<file path="src/rtl/cxa_pkg.sv">
// Shared level codes and FSM state encoding for the tank fill controller.
package cxa_pkg;

    localparam int unsigned LVL_W = 2;

    // Level codes as {Nv1, Nv0}
    localparam logic [LVL_W-1:0] LVL_EMPTY   = 2'b00;
    localparam logic [LVL_W-1:0] LVL_LOW     = 2'b01;
    localparam logic [LVL_W-1:0] LVL_FULL    = 2'b11;
    localparam logic [LVL_W-1:0] LVL_INVALID = 2'b10;

    typedef enum logic [1:0] {
        IDLE  = 2'd0,
        FILL  = 2'd1,
        FAULT = 2'd2,
        REST  = 2'd3
    } cxa_state_t;

endpackage

</file>
<file path="src/rtl/cxa_debounce.sv">
// Single-bit sensor debouncer: accepts a new value only after it has been
// sampled DEB_CYCLES consecutive times; done_once marks the first full window.
module cxa_debounce #(
    parameter int unsigned DEB_CYCLES = 16
) (
    input  logic CLK,
    input  logic RST_N,
    input  logic raw,
    output logic stable,
    output logic done_once
);

    localparam int unsigned CNT_W = $clog2(DEB_CYCLES + 1);

    logic             prev;
    logic [CNT_W-1:0] cnt;

    // cnt = number of consecutive identical samples, saturating at DEB_CYCLES
    always_ff @(posedge CLK or negedge RST_N) begin
        if (!RST_N) begin
            prev      <= 1'b0;
            cnt       <= '0;
            stable    <= 1'b0;
            done_once <= 1'b0;
        end else begin
            prev <= raw;
            if (raw != prev) begin
                cnt <= CNT_W'(1);
            end else if (cnt == CNT_W'(DEB_CYCLES - 1)) begin
                cnt       <= CNT_W'(DEB_CYCLES);
                stable    <= raw;
                done_once <= 1'b1;
            end else if (cnt != CNT_W'(DEB_CYCLES)) begin
                cnt <= cnt + CNT_W'(1);
            end
        end
    end

endmodule

</file>
<file path="src/rtl/cxa_fill_ctrl.sv">
// Tank fill controller: debounced level sensing, pump hysteresis (start on
// EMPTY, stop on FULL), fill timeout, sensor-fault alarm and valve gating.
// Optional feature macro CXA_MIN_OFF_EN adds a REST state that enforces a
// minimum pump-off time of MIN_OFF cycles after a completed fill.
module cxa_fill_ctrl
    import cxa_pkg::*;
#(
    parameter int unsigned DEB_CYCLES   = 16,
    parameter int unsigned FILL_TIMEOUT = 1000000,
    parameter int unsigned MIN_OFF      = 50000
) (
    input  logic       CLK,
    input  logic       RST_N,
    input  logic       Nv1,
    input  logic       Nv0,
    input  logic       IRR_REQ,
    input  logic       CLR,
    output logic [1:0] LVL_OUT,
    output logic       BOMBA,
    output logic       VALV,
    output logic       ALARM,
    output logic [1:0] STATE
);

    localparam int unsigned TMR_W = $clog2(FILL_TIMEOUT + 1);
`ifdef CXA_MIN_OFF_EN
    localparam int unsigned REST_W = $clog2(MIN_OFF + 1);
`endif

    // Elaboration-time parameter sanity checks
    if (DEB_CYCLES < 2) begin : g_deb_chk
        $error("DEB_CYCLES must be at least 2");
    end
    if (FILL_TIMEOUT < 1) begin : g_tmo_chk
        $error("FILL_TIMEOUT must be at least 1");
    end
    if (MIN_OFF < 1) begin : g_off_chk
        $error("MIN_OFF must be at least 1");
    end

    logic             lvl1;
    logic             lvl0;
    logic             done1;
    logic             done0;
    logic             primed;
    logic [LVL_W-1:0] lvl;
    logic             clr_q;

    cxa_state_t       state_q;
    cxa_state_t       state_nxt;
    logic [TMR_W-1:0] timer_q;
    logic [TMR_W-1:0] timer_nxt;
`ifdef CXA_MIN_OFF_EN
    logic [REST_W-1:0] rest_q;
    logic [REST_W-1:0] rest_nxt;
`endif

    cxa_debounce #(.DEB_CYCLES(DEB_CYCLES)) u_deb_nv1 (
        .CLK       (CLK),
        .RST_N     (RST_N),
        .raw       (Nv1),
        .stable    (lvl1),
        .done_once (done1)
    );

    cxa_debounce #(.DEB_CYCLES(DEB_CYCLES)) u_deb_nv0 (
        .CLK       (CLK),
        .RST_N     (RST_N),
        .raw       (Nv0),
        .stable    (lvl0),
        .done_once (done0)
    );

    assign lvl     = {lvl1, lvl0};
    assign primed  = done1 & done0;
    assign LVL_OUT = lvl;
    assign STATE   = state_q;

    // Next-state logic; nothing moves until both sensors have been primed
    always_comb begin
        state_nxt = state_q;
        timer_nxt = timer_q;
`ifdef CXA_MIN_OFF_EN
        rest_nxt  = rest_q;
`endif
        if (primed) begin
            case (state_q)
                IDLE: begin
                    if (lvl == LVL_EMPTY) begin
                        state_nxt = FILL;
                        timer_nxt = '0;
                    end else if (lvl == LVL_INVALID) begin
                        state_nxt = FAULT;
                    end
                end
                FILL: begin
                    if (lvl == LVL_INVALID) begin
                        state_nxt = FAULT;
                    end else if (lvl == LVL_FULL) begin
`ifdef CXA_MIN_OFF_EN
                        state_nxt = REST;
                        rest_nxt  = '0;
`else
                        state_nxt = IDLE;
`endif
                    end else if (timer_q == TMR_W'(FILL_TIMEOUT - 1)) begin
                        state_nxt = FAULT;
                    end else begin
                        timer_nxt = timer_q + TMR_W'(1);
                    end
                end
                FAULT: begin
                    if (clr_q && (lvl != LVL_INVALID)) begin
                        state_nxt = IDLE;
                    end
                end
`ifdef CXA_MIN_OFF_EN
                REST: begin
                    if (lvl == LVL_INVALID) begin
                        state_nxt = FAULT;
                    end else if (rest_q == REST_W'(MIN_OFF - 1)) begin
                        state_nxt = IDLE;
                    end else begin
                        rest_nxt = rest_q + REST_W'(1);
                    end
                end
`endif
                default: state_nxt = IDLE;
            endcase
        end
    end

    // State, counters, captured clear pulse and registered outputs
    always_ff @(posedge CLK or negedge RST_N) begin
        if (!RST_N) begin
            state_q <= IDLE;
            timer_q <= '0;
`ifdef CXA_MIN_OFF_EN
            rest_q  <= '0;
`endif
            clr_q   <= 1'b0;
            BOMBA   <= 1'b0;
            ALARM   <= 1'b0;
            VALV    <= 1'b0;
        end else begin
            state_q <= state_nxt;
            timer_q <= timer_nxt;
`ifdef CXA_MIN_OFF_EN
            rest_q  <= rest_nxt;
`endif
            clr_q   <= CLR;
            BOMBA   <= (state_nxt == FILL);
            ALARM   <= (state_nxt == FAULT);
            VALV    <= IRR_REQ & primed & (lvl != LVL_EMPTY)
                       & (lvl != LVL_INVALID) & (state_q != FAULT);
        end
    end

endmodule

</file>
<file path="config.mk">
export PLATFORM = sky130hd
export DESIGN_NAME = cxa_fill_ctrl
export DESIGN_NICKNAME = d
export VERILOG_FILES = /design/src/rtl/cxa_pkg.sv /design/src/rtl/cxa_debounce.sv /design/src/rtl/cxa_fill_ctrl.sv
export SDC_FILE = /design/constraint.sdc
export NUM_CORES = 1
export LEC_CHECK = 0
export CAP_MARGIN = 20
export CORE_MARGIN = 1.5
export CORE_UTILIZATION = 29
export DETAILED_ROUTE_END_ITERATION = 8
export PLACE_DENSITY_LB_ADDON = 0.05
export RECOVER_POWER = 100
export SETUP_SLACK_MARGIN = 0.15
export SLEW_MARGIN = 40
export SYNTH_ARGS = -nofsm -noshare
export SYNTH_HDL_FRONTEND = slang
export SYNTH_SLANG_ARGS = --single-unit
</file>
<file path="constraint.sdc">
create_clock -name CLK -period 2.02 [get_ports CLK]
set_clock_uncertainty 0.2 [all_clocks]
set_input_delay 0.505 -clock CLK [delete_from_list [all_inputs] [get_ports CLK]]
set_output_delay 0.505 -clock CLK [all_outputs]
set_load 0.02 [all_outputs]
</file>
==> results.sh <==
export IMPL_syn_area_um2=2200
export IMPL_cts_root_buf="clkbuf_8"
export IMPL_grt_busiest_layer="met2"
export IMPL_cp_end_kind="flip-flop"
export IMPL_power_switching_mw=0.502
export IMPL_dp_hpwl_mm=3.34
export IMPL_first_global_vias=1703
export IMPL_yosys_area_top_type_share_pct=47.8
export IMPL_worstPathArrival_ns=1.98
export IMPL_core_um2=7290
export IMPL_synth_edf_count=0
export IMPL_io_pins=13
export IMPL_clk_pin_slew_ns=0.08
export IMPL_switching_share_pct=24.6
export IMPL_clock_sinks=42
export IMPL_grt_overflow=0
export IMPL_cts_buffers=5
export IMPL_path_class="reg2reg"
export IMPL_finalSetupTns_ns=0
export IMPL_synth_avg_cell_area_um2=10.0
export IMPL_power_density_nw_per_um2=705
export IMPL_synth_cell_types=40
export IMPL_synthCells=219
export IMPL_cp_data_required_time_ns=2.01
export IMPL_p_seq_share_pct=45.8
export IMPL_vias=1681
export IMPL_ys_warnings_count=0
export IMPL_synth_area_leaders="dfrtp_1, xnor2_1, nor2_1"
export IMPL_clockPowerShare_pct=41.1
export IMPL_placementRows=31
export IMPL_synth_most_common_cell="dfrtp_1"
export IMPL_syn_to_final_growth_pct=31.5
export IMPL_grt_util_all_layers_pct=12.6
export IMPL_start_util_pct=30.2
export IMPL_reg2reg_slack_ns=0.03
export IMPL_timing_final_crit_share_pct=98.4
export IMPL_drt_iter0_drc=56
export IMPL_syn_num_nets=232
export IMPL_min_delay_path_depth=1
export IMPL_finalWorstSetupSlack_ns=0.0320
export IMPL_min_from="timer_q[3]"
export IMPL_ys_seq_area_share_pct=47.8
export IMPL_grt_antenna_before_repair=0
export IMPL_cp_max_fo=7
export IMPL_diodes=0
export IMPL_final_hold_violation_count=0
export IMPL_io_buffers=12
export IMPL_r2r_start="STATE[1]"
export IMPL_num_fill_cells=739
export IMPL_min_to="timer_q[3]"
export IMPL_dpl_cell_area_um2=2650
export IMPL_met3_usage_pct=2.79
export IMPL_yosys_area_top_type="dfrtp_1"
export IMPL_crit_path_start_kind="flip-flop"
export IMPL_fp_dieArea_um2=8120
export IMPL_min_path_type="reg2reg"
export IMPL_rr_endpoint="timer_q[10]"
export IMPL_rsz0062_at_grt="true"
export IMPL_peakVddDrop_mv=0.319
export IMPL_die_x_um=90.1
export IMPL_pwr_share_comb_pct=13.1
export IMPL_internal_power_mw=1.54
export IMPL_power_leakage_nw=1.40
export IMPL_synth_ff_type="dfrtp_1"
export IMPL_drtPass1Iterations=4
export IMPL_max_freq_mhz=503
export IMPL_drc_errors=0
export IMPL_fin_area_um2=2890
export IMPL_max_slew_margin_pct=41.7
export IMPL_cap_violations=0
export IMPL_grt_max_degree=30
export IMPL_vias_per_cell=4.57
export IMPL_ys_seq_elements=42
export IMPL_tightest_slew_ns=0.874
export IMPL_grt_use_met1_pct=15.4
export IMPL_grt_pass1_wl_mm=8.13
export IMPL_gp_congestion=0.748
export IMPL_ys_top_cells_by_count="dfrtp_1, nor2_1, xnor2_1"
export IMPL_wl_per_cell_um=12.8
export IMPL_die_h_um=90.1
export IMPL_h_tree_depth=2
export IMPL_utilization_pct=39.7
export IMPL_clk_latency_ns=0.30
export IMPL_wirelength_mm=4.71
export IMPL_final_layout_size_suffix_gt1_share_pct=25.7
export IMPL_finalMaxSlewViolations=0
export IMPL_antenna_left=0
export IMPL_synthArstFlopShare_pct=100
export IMPL_finalNetCount=281
export IMPL_worst_r2r_cell_count=6
export IMPL_dp_worst_setup_slack_ns=-0.00664
export IMPL_status="completed"
export IMPL_clock_path_buffers=2
export IMPL_met2_usage_pct=21.3
export IMPL_layout_min_cycle_time_ns=1.99
export IMPL_cts_tree="built"
export IMPL_setup_viol=0
==> state kept, by name (all words and copies together), names as in the netlist <==
register	count
STATE	2
BOMBA	1
u_deb_nv0.stable	1
VALV	1
u_deb_nv0.cnt	5
u_deb_nv0.done_once	1
ALARM	1
timer_q	20
u_deb_nv0.prev	1
u_deb_nv1.done_once	1
clr_q	1
u_deb_nv1.stable	1
u_deb_nv1.cnt	5
u_deb_nv1.prev	1
==> worst max-delay path by stage <==
stage	start	endpoint	slack (ns)
2_1_floorplan	STATE[1]	timer_q[16]	-0.10
5_1_grt	STATE[1]	timer_q[18]	-0.05
3_3_place_gp	u_deb_nv0.stable	timer_q[9]	0.02
3_5_place_dp	u_deb_nv0.stable	timer_q[19]	-0.007
6_report	STATE[1]	timer_q[10]	0.03
4_1_cts	u_deb_nv0.stable	timer_q[19]	0.02
==> repair_timing <==
| action | CTS | global route |
|---|---|---|
| resized for setup | 17 | 18 |
| hold buffers | 1 | 0 |
| endpoints found under the hold margin | 13 | 0 |
| setup endpoints to repair | 28 | 26 |
| pin swaps | 8 | 15 |
| setup buffers | 2 | 5 |
==> cells by family after synthesis <==
family | count (synthesis) | synth area share, %
AND/OR/NAND/NOR | 99 | 26.7
flip-flops | 42 | 47.8
AO/OA/AOI/OAI | 30 | 7.96
XOR/XNOR | 22 | 8.76
buffers and inverters | 16 | 3.41
adder cells (fa/ha/maj) | 7 | 3.98
multiplexers | 3 | 1.42
==> power by group through the flow <==
stage                     sequential [mW]  clock [mW]  combinational [mW]
final                               0.934       0.838               0.267
after CTS                           0.933       0.864               0.282
after detailed placement            0.947           0               0.285
after floorplan                     0.966           0               0.136
after global placement              0.949           0               0.282
after global routing                0.943       0.898               0.303
==> per-stage QoR <==
| step | power [mW] | cells | hold WS, ns |
|---|---|---|---|
| after CTS | 2.08 | 363 | 0.339 |
| after global placement | 1.23 | 352 | 0.243 |
| after global routing | 2.14 | 368 | 0.377 |
| after detailed placement | 1.23 | 352 | 0.243 |
| after floorplan | 1.10 | 219 | 0.00941 |
| final | 2.04 | 368 | 0.335 |
==> area by class of cell <==
class,instances,area [um^2],area share [%]
Multi-Input combinational cell,161,1160,40.1
Sequential cell,42,1050,36.4
Timing Repair Buffer,49,379,13.1
Tap cell,99,124,4.28
Clock buffer,6,82.6,2.85
Clock inverter,2,60.1,2.08
Inverter,9,33.8,1.17
==> worst max-delay path: stages, from the launching register on <==
cell and delay [ns]:
dfrtp_2 0.42, nand2b_4 0.14, or4_4 0.59, buf_12 0.18, nor3b_4 0.17, xnor2_1 0.13
nor2_1 0.05
==> cell usage in the layout, fill, tap and decap left out, drive strengths merged <==
master / synthesis / layout
a21o: 2 / 2
a21oi: 8 / 8
a221oi: 1 / 1
a31oi: 1 / 1
and3: 5 / 5
and4: 2 / 2
buf: 3 / 30
bufinv: 0 / 2
clkbuf: 4 / 17
dfrtp: 42 / 42
dlygate4sd2: 0 / 3
dlygate4sd3: 0 / 5
ha: 7 / 7
inv: 9 / 9
mux2: 1 / 1
mux2i: 2 / 2
nand2: 17 / 17
nand2b: 6 / 6
nand3: 11 / 11
nand3b: 1 / 1
nand4: 3 / 3
nand4b: 1 / 1
nor2: 27 / 27
nor2b: 2 / 2
nor3: 11 / 11
nor3b: 1 / 1
nor4: 8 / 8
nor4b: 1 / 1
o21ai: 13 / 13
o21ba: 1 / 1
o31ai: 4 / 4
or2b: 1 / 1
or3: 1 / 1
or4: 1 / 1
xnor2: 18 / 18
xor2: 4 / 4
==> layer usage <==
metal | part of all wire (%) | wire length, um
met5 | 0 | 0
met4 | 1.7 | 81
met3 | 2.0 | 95
met2 | 48 | 2270
met1 | 48 | 2260
(Power assumes the default switching activity.)
